## config.mk

```make
export PLATFORM = sky130hd
export DESIGN_NAME = rom_copier
export DESIGN_NICKNAME = d
export VERILOG_FILES = /design/src/rtl/rom_copier.sv
export SDC_FILE = /design/constraint.sdc
export NUM_CORES = 1
export LEC_CHECK = 0
export BUFFER_PORTS_ARGS = -buffer_cell sky130_fd_sc_hd__buf_2
export CAP_MARGIN = 20
export CORE_MARGIN = 3
export CORE_UTILIZATION = 46
export CTS_CLUSTER_SIZE = 14
export DETAILED_ROUTE_END_ITERATION = 10
export PLACE_DENSITY = 0.74
export SYNTH_ARGS = -nofsm -noshare
export SYNTH_HDL_FRONTEND = slang
export SYNTH_SLANG_ARGS = --single-unit
```

## constraint.sdc

```tcl
create_clock -name clock -period 1.6 [get_ports clock]
set_input_delay 0 -clock clock [delete_from_list [all_inputs] [get_ports clock]]
set_output_delay 0 -clock clock [all_outputs]
set_load 0.01 [all_outputs]
```

## src/rtl/rom_copier.sv

```systemverilog
// rom_copier: boot-time shadow copier from the synchronous ROM into RAM.
// It holds the CPU in reset until the first copy is done. Defining ROM_COPY_SUM_EN adds the `sum` checksum port.

module rom_copier #(
    parameter int KB = 16,
    parameter int RW = 18,
    parameter logic [RW-1:0] BASE = '0,
    localparam int AW = $clog2(KB*1024)
) (
    input  logic          clock,
    input  logic          reset,
    input  logic          start,
    output logic [AW-1:0] romA,
    input  logic [7:0]    romQ,
    output logic [RW-1:0] ramA,
    output logic [7:0]    ramD,
    output logic          ramW,
    input  logic          ramAck,
    output logic          busy,
    output logic          cpuReset
`ifdef ROM_COPY_SUM_EN
    ,
    output logic [7:0]    sum
`endif
);

    localparam logic [AW-1:0] LAST = AW'(KB*1024-1);

    typedef enum logic [2:0] {IDLE, READ, WAIT, WRITE, NEXT, DONE} state_t;

    state_t        state_q, state_d;
    logic [AW-1:0] cnt_q, cnt_d;
    logic [RW-1:0] ramA_q, ramA_d;
    logic [7:0]    ramD_q, ramD_d;
    logic          ramW_q, ramW_d;
    logic          busy_q, busy_d;
    logic          cpuRst_q, cpuRst_d;
`ifdef ROM_COPY_SUM_EN
    logic [7:0]    sum_q, sum_d;
`endif

    function automatic logic [RW-1:0] ram_addr(input logic [AW-1:0] c);
        return BASE + RW'(c);
    endfunction

    always_ff @(posedge clock or negedge reset) begin
        if (!reset) begin
            state_q  <= IDLE;
            cnt_q    <= '0;
            ramA_q   <= BASE;
            ramD_q   <= '0;
            ramW_q   <= 1'b0;
            busy_q   <= 1'b0;
            cpuRst_q <= 1'b0;
`ifdef ROM_COPY_SUM_EN
            sum_q    <= '0;
`endif
        end else begin
            state_q  <= state_d;
            cnt_q    <= cnt_d;
            ramA_q   <= ramA_d;
            ramD_q   <= ramD_d;
            ramW_q   <= ramW_d;
            busy_q   <= busy_d;
            cpuRst_q <= cpuRst_d;
`ifdef ROM_COPY_SUM_EN
            sum_q    <= sum_d;
`endif
        end
    end

    always_comb begin
        state_d  = state_q;
        cnt_d    = cnt_q;
        ramA_d   = ramA_q;
        ramD_d   = ramD_q;
        ramW_d   = ramW_q;
        busy_d   = busy_q;
        cpuRst_d = cpuRst_q;
`ifdef ROM_COPY_SUM_EN
        sum_d    = sum_q;
`endif
        case (state_q)
            IDLE: begin
                state_d = READ;
                busy_d  = 1'b1;
                cnt_d   = '0;
`ifdef ROM_COPY_SUM_EN
                sum_d   = '0;
`endif
            end
            READ: state_d = WAIT;
            // romA has been stable since READ began, so romQ now belongs to cnt_q
            WAIT: begin
                ramD_d  = romQ;
                ramA_d  = ram_addr(cnt_q);
                ramW_d  = 1'b1;
                state_d = WRITE;
            end
            WRITE: begin
                if (ramAck) begin
                    ramW_d  = 1'b0;
                    state_d = NEXT;
`ifdef ROM_COPY_SUM_EN
                    sum_d   = sum_q + ramD_q;
`endif
                end
            end
            NEXT: begin
                if (cnt_q == LAST) begin
                    state_d  = DONE;
                    busy_d   = 1'b0;
                    cpuRst_d = 1'b1;
                end else begin
                    cnt_d   = cnt_q + AW'(1);
                    state_d = READ;
                end
            end
            DONE: begin
                if (start) begin
                    state_d = READ;
                    cnt_d   = '0;
                    busy_d  = 1'b1;
`ifdef ROM_COPY_SUM_EN
                    sum_d   = '0;
`endif
                end
            end
            default: state_d = IDLE;
        endcase
    end

    // The counter only moves on entry to READ, which keeps the ROM address constant through WAIT.
    assign romA     = cnt_q;
    assign ramA     = ramA_q;
    assign ramD     = ramD_q;
    assign ramW     = ramW_q;
    assign busy     = busy_q;
    assign cpuReset = cpuRst_q;
`ifdef ROM_COPY_SUM_EN
    assign sum      = sum_q;
`endif

endmodule

```

# Word-level counts from Yosys, hierarchy flattened
# Cells that the tools add are included.
[op_classes]
addsub = 1
multipliers = 0
div = 0
order_cmp = 0
n_eq_ne = 10
shift = 0
mux = 12
bitwise_logic = 0
n_reduce_logical = 8
[op_table]
columns = ["cell", "count"]
rows = [
  ["14-bit one-hot mux with 3 select lines", 1],
  ["14-bit 2-to-1 mux", 2],
  ["3-bit one-hot mux with 6 select lines", 1],
  ["14-bit by 1-bit adder with 14-bit output, second input constant", 1],
  ["14-bit == test, second input constant", 1],
  ["3-bit 2-to-1 mux", 3],
  ["2-bit inequality test, second input constant", 4],
  ["3-bit by 2-bit == test with 1-bit output, second input constant", 2],
  ["3-bit == test, second input constant", 2],
  ["2-bit AND reduction", 3],
  ["3-bit AND reduction", 2],
  ["3-bit by 1-bit == test with 1-bit output, second input constant", 1],
  ["3-bit zero test", 1],
  ["1-bit 2-to-1 mux", 3],
  ["1-bit one-hot mux with 3 select lines", 1],
  ["3-bit nonzero test", 1],
  ["1-bit one-hot mux with 2 select lines", 1],
  ["2-bit nonzero test", 1],
]
[totals]
register_bits = 42
latch_bits = 0
ramBits = 0
mem_bits_ro = 0
inputBits = 12
output_inout_bits = 43
wordCells = 38
mem_count = 0

# Logic depth before layout (Yosys ltp)
# Gate-level depths: netlist of run 1.
[depth]
word_depth = 3
ltp_mapped = 6
ltp_nobuf = 5

# Worst setup path after synthesis of run 1
# OpenSTA, ideal clock, no wires.
[synth_timing]
kind = "register -> register"
start = "reg cnt_q[0] (netlist: romA[0])"
end = "reg cnt_q[5] (netlist: romA[5])"
setup_time_ns = 0.064
arrival_ns = 1.754
t_required_ns = 1.536
path_slack_ns = -0.218
path_stages_with_launch = 6
path_buffers = 0
period_less_slack_ns = 1.818
path_cell_list = "dfrtp_1 > ha_1 > nand4_1 > or4_4 > a221oi_2 > a21o_1"
[synth_between]
elab_chain_len = 3
elab_cells_between_ends = 6
classes_between = "1 x add/sub; 2 x eq/ne; 2 x mux; 1 x reduce/logical"
[synth_rtl]
columns = ["element", "line", "rtl"]
rows = [
  ["from (decl)", "32", "logic [AW-1:0] cnt_q, cnt_d;"],
  ["from (signal assigned)", "60", "cnt_q <= cnt_d;"],
  ["14-bit by 1-bit adder with 14-bit output / 14-bit == test (equally long branches)", "115, 110", ""],
  ["14-bit 2-to-1 mux / 2-bit inequality test (equally long branches)", "n/a", ""],
  ["14-bit one-hot mux with 3 select lines / 3-bit AND reduction (equally long branches)", "n/a", ""],
]
# Parallel ways exist; a longest one is shown, timed or not. The select of a mux whose other input is x is not followed.
# A chain may end at the register's enable or synchronous reset.

# Worst setup path in the final report of run 1
[layout_timing]
start = "reg cnt_q[1] (netlist: romA[1])"
end = "reg cnt_q[9] (netlist: romA[9])"
# Same word-level chain as after synthesis.

==> out/metrics.csv, run 1 <==
metric;value;unit
Die Ht;71.6;um
post-route ant nets;0;
mux cell area share after synthesis;13.1;%
total iterations of the first detailed-routing run;4;
global route overflow;0;
Tcrit/Tclk final;104;%
Nets;288;
Synth Area in Adders;0.632;%
Worst Skew;0.00477;ns
Yosys Warn Count;0;
DRC viols;0;
top cell type's share of synthesized area;53.1;%
# port buffers;50;
die area;5130;um^2
top_reg_cell synth;dfrtp_1;
CP arrival;1.85;ns
Clk Latency, worst-skew pair;0.29;ns
share of cells above drive strength 1;54.3;%
Seq/Total Area, Yosys;53.1;%
largest family of logic cells by synthesized area;compound AO/OA/AOI/OAI gates;
DR vias/cell;5.55;
Static Leak;1.46;nW
initial core utilization;48.4;%
Max Slew Vio Count;0;
antenna cells;0;
RSZ-0062 raised after global routing;yes;
Post-synth EDFFs;0;
GRT Util Overall;20.1;%
antenna violations before repair;0;
fmax;0.599;GHz
first-pass GRT wire length;8080;um
largest net degree at the start of global routing;24;
Worst-path clk slew;0.08;ns
run status;complete, but fails checks;
Synth Area in Compound Gates;15.9;%
die width;71.6;um
Hold Fails Final Rpt;0;
Routed WL;5160;um
total number of vias;1808;
Power Dens Cells;1130;nW/um^2
root buffer cell;clkbuf_8;
area grow syn2layout;46.9;%
H-Tree Depth;2;
Synth Register Bits;42;
VDD IR max;0.000742;V
I/O pins;55;
total CTS buffers;5;
Commonest cells post-synth;42 x dfrtp_1, 19 x mux2_2, 10 x nand2_1;
crit end category;flop;
CTS Sinks;42;
dpl cells;297;
number of global-route vias before repair;1652;
library cells used by synthesis;45;
Synth Area in Simple Gates;12.4;%
Clock Path Buffers;2;
Cells after Synth;171;
core area;4090;um^2
max cap viols;0;
Routability Congestion;0.885;
Startpoint Class;flop;
XOR/XNOR share of the synthesized area;0;%
hpwl dp;3510;um
final worst setup slack;-0.0688;ns
Mapped Area;1980;um^2
syn avg cell area;11.6;um^2
Critical Path Fanout Max;8;
fin cells;326;
Site Rows;23;
Area contributors post-synth;dfrtp_1 53%, mux2_2 11%, mux2_1 2.3%;
failing checks;negative setup slack;
worst min-delay path class;in -> reg;
Setup violations, final;4;
CTS tree;done;
WL per Instance;15.8;um
Fillers;276;
Post-synth ARST share;100;%
largest area contributor in the netlist;dfrtp_1;
count leader, synth;dfrtp_1;
DRT iter0 DRCs;135;
setup_tns;-0.146;ns
CP Class;reg -> reg;
WP data required;1.78;ns
Final Critical Period;1.67;ns
critical path, stage by stage, from the launching register on:
cell and delay, ns:
dfrtp_2 0.42, buf_6 0.11, nand3_2 0.07, or3_4 0.38
o311a_1 0.31, a221o_1 0.26
through the flow:
| step | setup WS, ns | util (%) | power [mW] | area (um^2) | hold slack, ns |
|---|---|---|---|---|---|
| 6_report | -0.0688 | 71.2 | 3.29 | 2910 | 0.0897 |
| 5_1_grt | -0.103 | 71.2 | 3.48 | 2910 | 0.159 |
| 4_1_cts | -0.00980 | 67.5 | 3.24 | 2760 | 0.0891 |
| 3_5_place_dp | -0.0278 | 62.8 | 2.56 | 2560 | -0.0473 |
| 3_3_place_gp | 0.000632 | 62.8 | 2.52 | 2560 | -0.0523 |
| 2_1_floorplan | -0.0679 | - | 2.06 | 2050 | -0.296 |
report_power, final:
group / internal, mW / switching [mW] / total [mW]
combinational: 0.632 / 0.630 / 1.26
sequential: 1.25 / 0.110 / 1.36
clock: 0.308 / 0.359 / 0.667
timing repair:
item | CTS | global route
hold buffers | 10 | 0
endpoints found under the hold margin | 26 | 0
gates resized for setup | 4 | 13
pin swaps | 1 | 9
endpoints found under the setup margin | 5 | 16
cloned | 0 | 0
buffers inserted | 0 | 11
logic make-up after synthesis:
| family | after synthesis |
|---|---|
| AOI/OAI and AO/OA | 45 |
| DFF | 42 |
| and+or+nand+nor | 40 |
| muxes | 23 |
| buffers and inverters | 19 |
| adders and majority gates | 1 |
| other | 1 |
placed cells by master (no fill, tap or decap), types with 2 or more instances in the layout:
cell and instances:
buf_2 50, buf_4 40, dfrtp_1 34, mux2_2 19
dlygate4sd3_1 10, nand2_1 9, a21oi_1 8, dfrtp_2 8
inv_1 7, a31oi_1 7, o21ai_0 6, nor3_1 5
clkbuf_8 5, mux2_1 4, conb_1 4, buf_6 4
nor3b_1 3, a21o_1 3, nand3_1 2, nor4_4 2
o211ai_1 2, o21ai_2 2, o21bai_1 2, nor2_1 2
or3_4 2, o31a_1 2, buf_12 2
state kept, by name, indices dropped and copies added (netlist names):
signal    flops
busy          1
cpuReset      1
ramA         14
ramD          8
ramW          1
romA         14
state_q       3
path summary, 6_finish.rpt:
| check | from | to | slack [ns] | depth (start not counted) |
|---|---|---|---|---|
| max in group asynchronous | reset | romA[3] | 0.91 | 3 |
| worst min register to register | cpuReset | cpuReset | 0.46 | 1 |
| worst max-delay path | romA[1] | romA[9] | -0.07 | 5 |
| worst max register to register | romA[1] | romA[9] | -0.07 | 5 |
| min in group asynchronous | reset | ramA[9] | 0.16 | 2 |
| worst min-delay path | start | state_q[2] | 0.09 | 4 |
metal layers:
layer / share of wire [%] / GRT usage [%] / vias to the layer above
met2: 49 / 33.1 / 72
met5: 0 / 0 / -
li1: - / - / 841
met1: 43 / 26.6 / 879
met3: 6.2 / 4.35 / 16
met4: 2.1 / 6.68 / 0
area by class of cell:
type	instances	area, um^2	area share [%]
clock buffers	6	72.6	2.50
clock inverters	2	13.8	0.473
inverters	7	26.3	0.904
multi-input cells	113	936	32.2
flip-flops and latches	42	1060	36.5
well taps	50	62.6	2.15
repair buffers	106	736	25.3
(Power assumes the default switching activity.)
==> inputs of run 2 (changes only) <==
Settings changed: BUFFER_PORTS_ARGS -buffer_cell sky130_fd_sc_hd__buf_2 to -buffer_cell sky130_fd_sc_hd__clkbuf_2.
==> out/metrics.csv, run 2 (same netlist as run 1, synthesis figures left out) <==
metric;value;unit
Routed WL;5150;um
WP data required;1.79;ns
VDD IR max;0.000929;V
hpwl dp;3580;um
Worst path top cell family by delay;compound AO/OA/AOI/OAI gates;
Hold Fails Final Rpt;0;
Startpoint Class;flop;
most common cell after layout, fill and taps aside;clkbuf_2;
Clock Path Buffers;2;
fmax;0.612;GHz
Reg-to-Reg End;romA[13];
CTS Sinks;42;
share of cells above drive strength 1;53.3;%
Setup violations, final;4;
max cap viols;0;
Critical Path Fanout Max;5;
area grow syn2layout;44.8;%
total CTS buffers;5;
first-pass GRT wire length;8110;um
Static Leak;1.43;nW
R2R depth;6;
largest net degree at the start of global routing;27;
antenna violations before repair;0;
Worst Skew;0.00729;ns
min-delay src;start;
core area;4090;um^2
Crit. Startpoint;romA[1];
root buffer cell;clkbuf_8;
CP most frequent cell;o31a_1;
Final Critical Period;1.63;ns
die area;5130;um^2
post-route ant nets;0;
Nets;286;
DR vias/cell;5.64;
RSZ-0062 raised after global routing;yes;
most frequent cells in the layout;50 x clkbuf_2, 42 x buf_4, 35 x dfrtp_1;
WHS;0.0942;ns
DRT iter0 DRCs;132;
Clk Latency, worst-skew pair;0.30;ns
Die Ht;71.6;um
run status;complete, but fails checks;
reg2reg setup slack;-0.03;ns
die width;71.6;um
setup_tns;-0.0668;ns
I/O pins;55;
CTS tree;done;
Worst path max stage delay;0.45;ns
GRT Util Overall;20.2;%
CP arrival;1.82;ns
failing checks;negative setup slack;
global route overflow;0;
FF-to-FF Start;romA[1];
total number of vias;1828;
Tcrit/Tclk final;102;%
number of global-route vias before repair;1682;
final worst setup slack;-0.0341;ns
worst hold path endpoint;state_q[2];
CP max stage cell;dfrtp_2;
Max Slew Vio Count;0;
Site Rows;23;
H-Tree Depth;2;
crit end category;flop;
Place WS;-0.0299;ns
crit-path cells;ha_4 -> nand2_1 -> nor4_4 -> buf_4 -> o31a_1 -> o31a_1;
Worst-path clk slew;0.08;ns
CP Class;reg -> reg;
antenna cells;0;
total iterations of the first detailed-routing run;4;
Routability Congestion;0.871;
dpl cells;299;
number of cells on the worst hold path;4;
buffers plus inverters on the worst setup path;1;
# port buffers;50;
fin cells;324;
WL per Instance;15.9;um
DRC viols;0;
initial core utilization;48.4;%
Power Dens Cells;1130;nW/um^2
worst min-delay path class;in -> reg;
==> run 2: cell types whose count changed in the layout (fill, tap and decap cells not counted), moves of 2 or more <==
cell / delta
buf_2: -50
buf_4: +2
buf_6: -3
clkbuf_2: +50
==> run 2: power by group <==
group          switching, mW  internal, mW  total [mW]
combinational          0.592         0.562        1.15
clock                  0.364         0.347       0.710
sequential             0.121          1.25        1.37
total                   1.08          2.16        3.24
==> run 2: layout make-up <==
type                    instances  area [um^2]
clock buffers                   6         82.6
flip-flops and latches         42         1060
repair buffers                104          697
well taps                      50         62.6
inverters                       7         26.3
multi-input cells             113          925
clock inverters                 2         12.5
fillers                       293         1220
==> run 2: timing repair <==
action | in CTS | in global routing
hold buffers | 10 | 0
endpoints found under the setup margin | 6 | 13
pin swaps | 1 | 6
endpoints found under the hold margin | 42 | 0
buffers inserted | 2 | 5
resized for setup | 1 | 9
==> run 2: worst max-delay path by stage <==
| stage | to | slack (ns) | cells after the start |
|---|---|---|---|
| after CTS | romA[2] | -0.02 | 7 |
| final | romA[13] | -0.03 | 6 |
| after global routing | romA[10] | -0.13 | 5 |
| after global placement | romA[9] | 0.01 | 5 |
| after detailed placement | romA[9] | -0.03 | 5 |
| after floorplan | romA[9] | -0.07 | 5 |
==> run 2: routing by layer <==
layer / GRT usage (%) / routed length (um)
met5: 0 / 0
met4: 6.89 / 120
met3: 4.35 / 387
met2: 33.6 / 2530
met1: 26.3 / 2110
==> run 2: metrics by stage <==
| stage | area (um^2) | total power [mW] | utilization (%) |
|---|---|---|---|
| finish | 2870 | 3.24 | 70.1 |
| global route | 2870 | 3.41 | 70.1 |
| CTS | 2800 | 3.24 | 68.4 |
| detailed placement | 2580 | 2.52 | 63.1 |
| global placement | 2580 | 2.49 | 63.1 |
| floorplan | 2050 | 2.06 | - |
==> run 2: tightest hold or removal path: stages <==
cell	delay (ns)
clkbuf_2	0.09
nor3b_1	0.04
o21ai_0	0.17
nand2_1	0.05
==> inputs of run 3 (changes only) <==
Settings changed: TNS_END_PERCENT from default to 5.
==> out/metrics.csv, run 3 (same netlist as run 1, synthesis figures left out) <==
metric;value;unit
root buffer cell;clkbuf_8;
fmax;0.617;GHz
DRC viols;0;
Setup violations, final;3;
die width;71.6;um
Startpoint Class;flop;
hpwl dp;3400;um
post-route ant nets;0;
VDD IR max;0.000777;V
WHS;0.0916;ns
Least-Margin Pin Slew;0.731;ns
number of global-route vias before repair;1721;
Slew HR;51.3;%
Clk Latency, worst-skew pair;0.30;ns
I/O pins;55;
Routability Congestion;0.851;
Place WS;-0.0621;ns
# port buffers;50;
Worst Skew;0.00728;ns
Critical Path Fanout Max;7;
H-Tree Depth;2;
crit end category;flop;
initial core utilization;48.4;%
CTS tree;done;
core area;4090;um^2
Routed WL;4940;um
final worst setup slack;-0.0205;ns
Hold Fails Final Rpt;0;
WL per Instance;15.6;um
register area;1060;um^2
Site Rows;23;
RSZ-0062 raised after global routing;yes;
Static Leak;1.38;nW
Die Ht;71.6;um
Nets;278;
DRT iter0 DRCs;94;
most common cell after layout, fill and taps aside;clkbuf_2;
Tcrit/Tclk final;101;%
CP Class;reg -> reg;
global route overflow;0;
max cap viols;0;
CP arrival;1.81;ns
run status;complete, but fails checks;
total CTS buffers;5;
most frequent cells in the layout;50 x clkbuf_2, 35 x dfrtp_1, 35 x buf_4;
Fillers;307;
multi-input combinational cell area;940;um^2
Final Critical Period;1.62;ns
failing checks;negative setup slack;
share of cells above drive strength 1;52.3;%
largest net degree at the start of global routing;29;
first-pass GRT wire length;8310;um
WP data required;1.79;ns
Max Slew Vio Count;0;
total number of vias;1722;
area grow syn2layout;42.3;%
CTS Sinks;42;
DR vias/cell;5.45;
Worst-path clk slew;0.08;ns
antenna violations before repair;0;
total iterations of the first detailed-routing run;4;
antenna cells;0;
die area;5130;um^2
GRT Util Overall;21.0;%
Power Dens Cells;1160;nW/um^2
worst min-delay path class;in -> reg;
Clock Path Buffers;2;
[run 3: changes by cell type in the layout (fill, tap and decap cells not counted), sizes merged]
cell | before | now
inv | 7 | 8
clkinvlp | 1 | 0
clkbuf | 56 | 57
clkinv | 1 | 0
buf | 44 | 36
[run 3: where the power goes]
part / total [mW] / internal (mW) / switching (mW)
Combinational: 1.17 / 0.574 / 0.593
Clock: 0.734 / 0.357 / 0.378
Sequential: 1.37 / 1.25 / 0.120
[run 3: stage by stage]
stage	std cells	TNS, ns	total power [mW]	instance area (um^2)	util, %
4_1_cts	314	-0.0608	3.30	2780	67.9
2_1_floorplan	174	-1.37	2.04	2030	-
5_1_grt	316	-0.510	3.48	2820	68.9
6_report	316	-0.0281	3.27	2820	68.9
3_3_place_gp	294	-0.0804	2.49	2530	61.9
3_5_place_dp	294	-0.155	2.52	2530	61.9
[run 3: cell type report]
cell class                 instances  area share (%)
clock buffer                       7            3.07
inverter                           7           0.933
sequential                        42            37.6
multi-input combinational        113            33.4
tap                               50            2.22
timing repair buffer              96            22.5
clock inverter                     1           0.311
[run 3: repair_timing]
| item | 4_1_cts | 5_1_grt |
|---|---|---|
| hold endpoints to repair | 35 | 0 |
| pin swaps | 6 | 5 |
| buffers inserted | 2 | 2 |
| gates resized for setup | 6 | 9 |
| endpoints found under the setup margin | 4 | 14 |
| hold buffers | 10 | 0 |
[run 3: final timing paths]
check / start / endpoint / slack (ns) / cells past startpoint
max: romA[5] / romA[9] / -0.02 / 4
min: start / state_q[2] / 0.09 / 4
max reg2reg: romA[5] / romA[9] / -0.02 / 4
min reg2reg: cpuReset / cpuReset / 0.48 / 1
max in group asynchronous: reset / ramD[4] / 0.71 / 3
min in group asynchronous: reset / romA[11] / 0.29 / 2
[run 3: routing by layer]
layer	global-route usage (%)	wire length, um	vias to the layer above
li1	-	-	822
met1	27.0	2150	824
met2	32.9	2350	66
met3	5.75	323	10
met4	10.0	114	0
met5	0	0	-
[run 3: critical path, stage by stage, from the launching register on]
cell and delay (ns):
dfrtp_2 0.44, nand2_2 0.09, or3_4 0.41, o311a_1 0.31, a221o_1 0.27
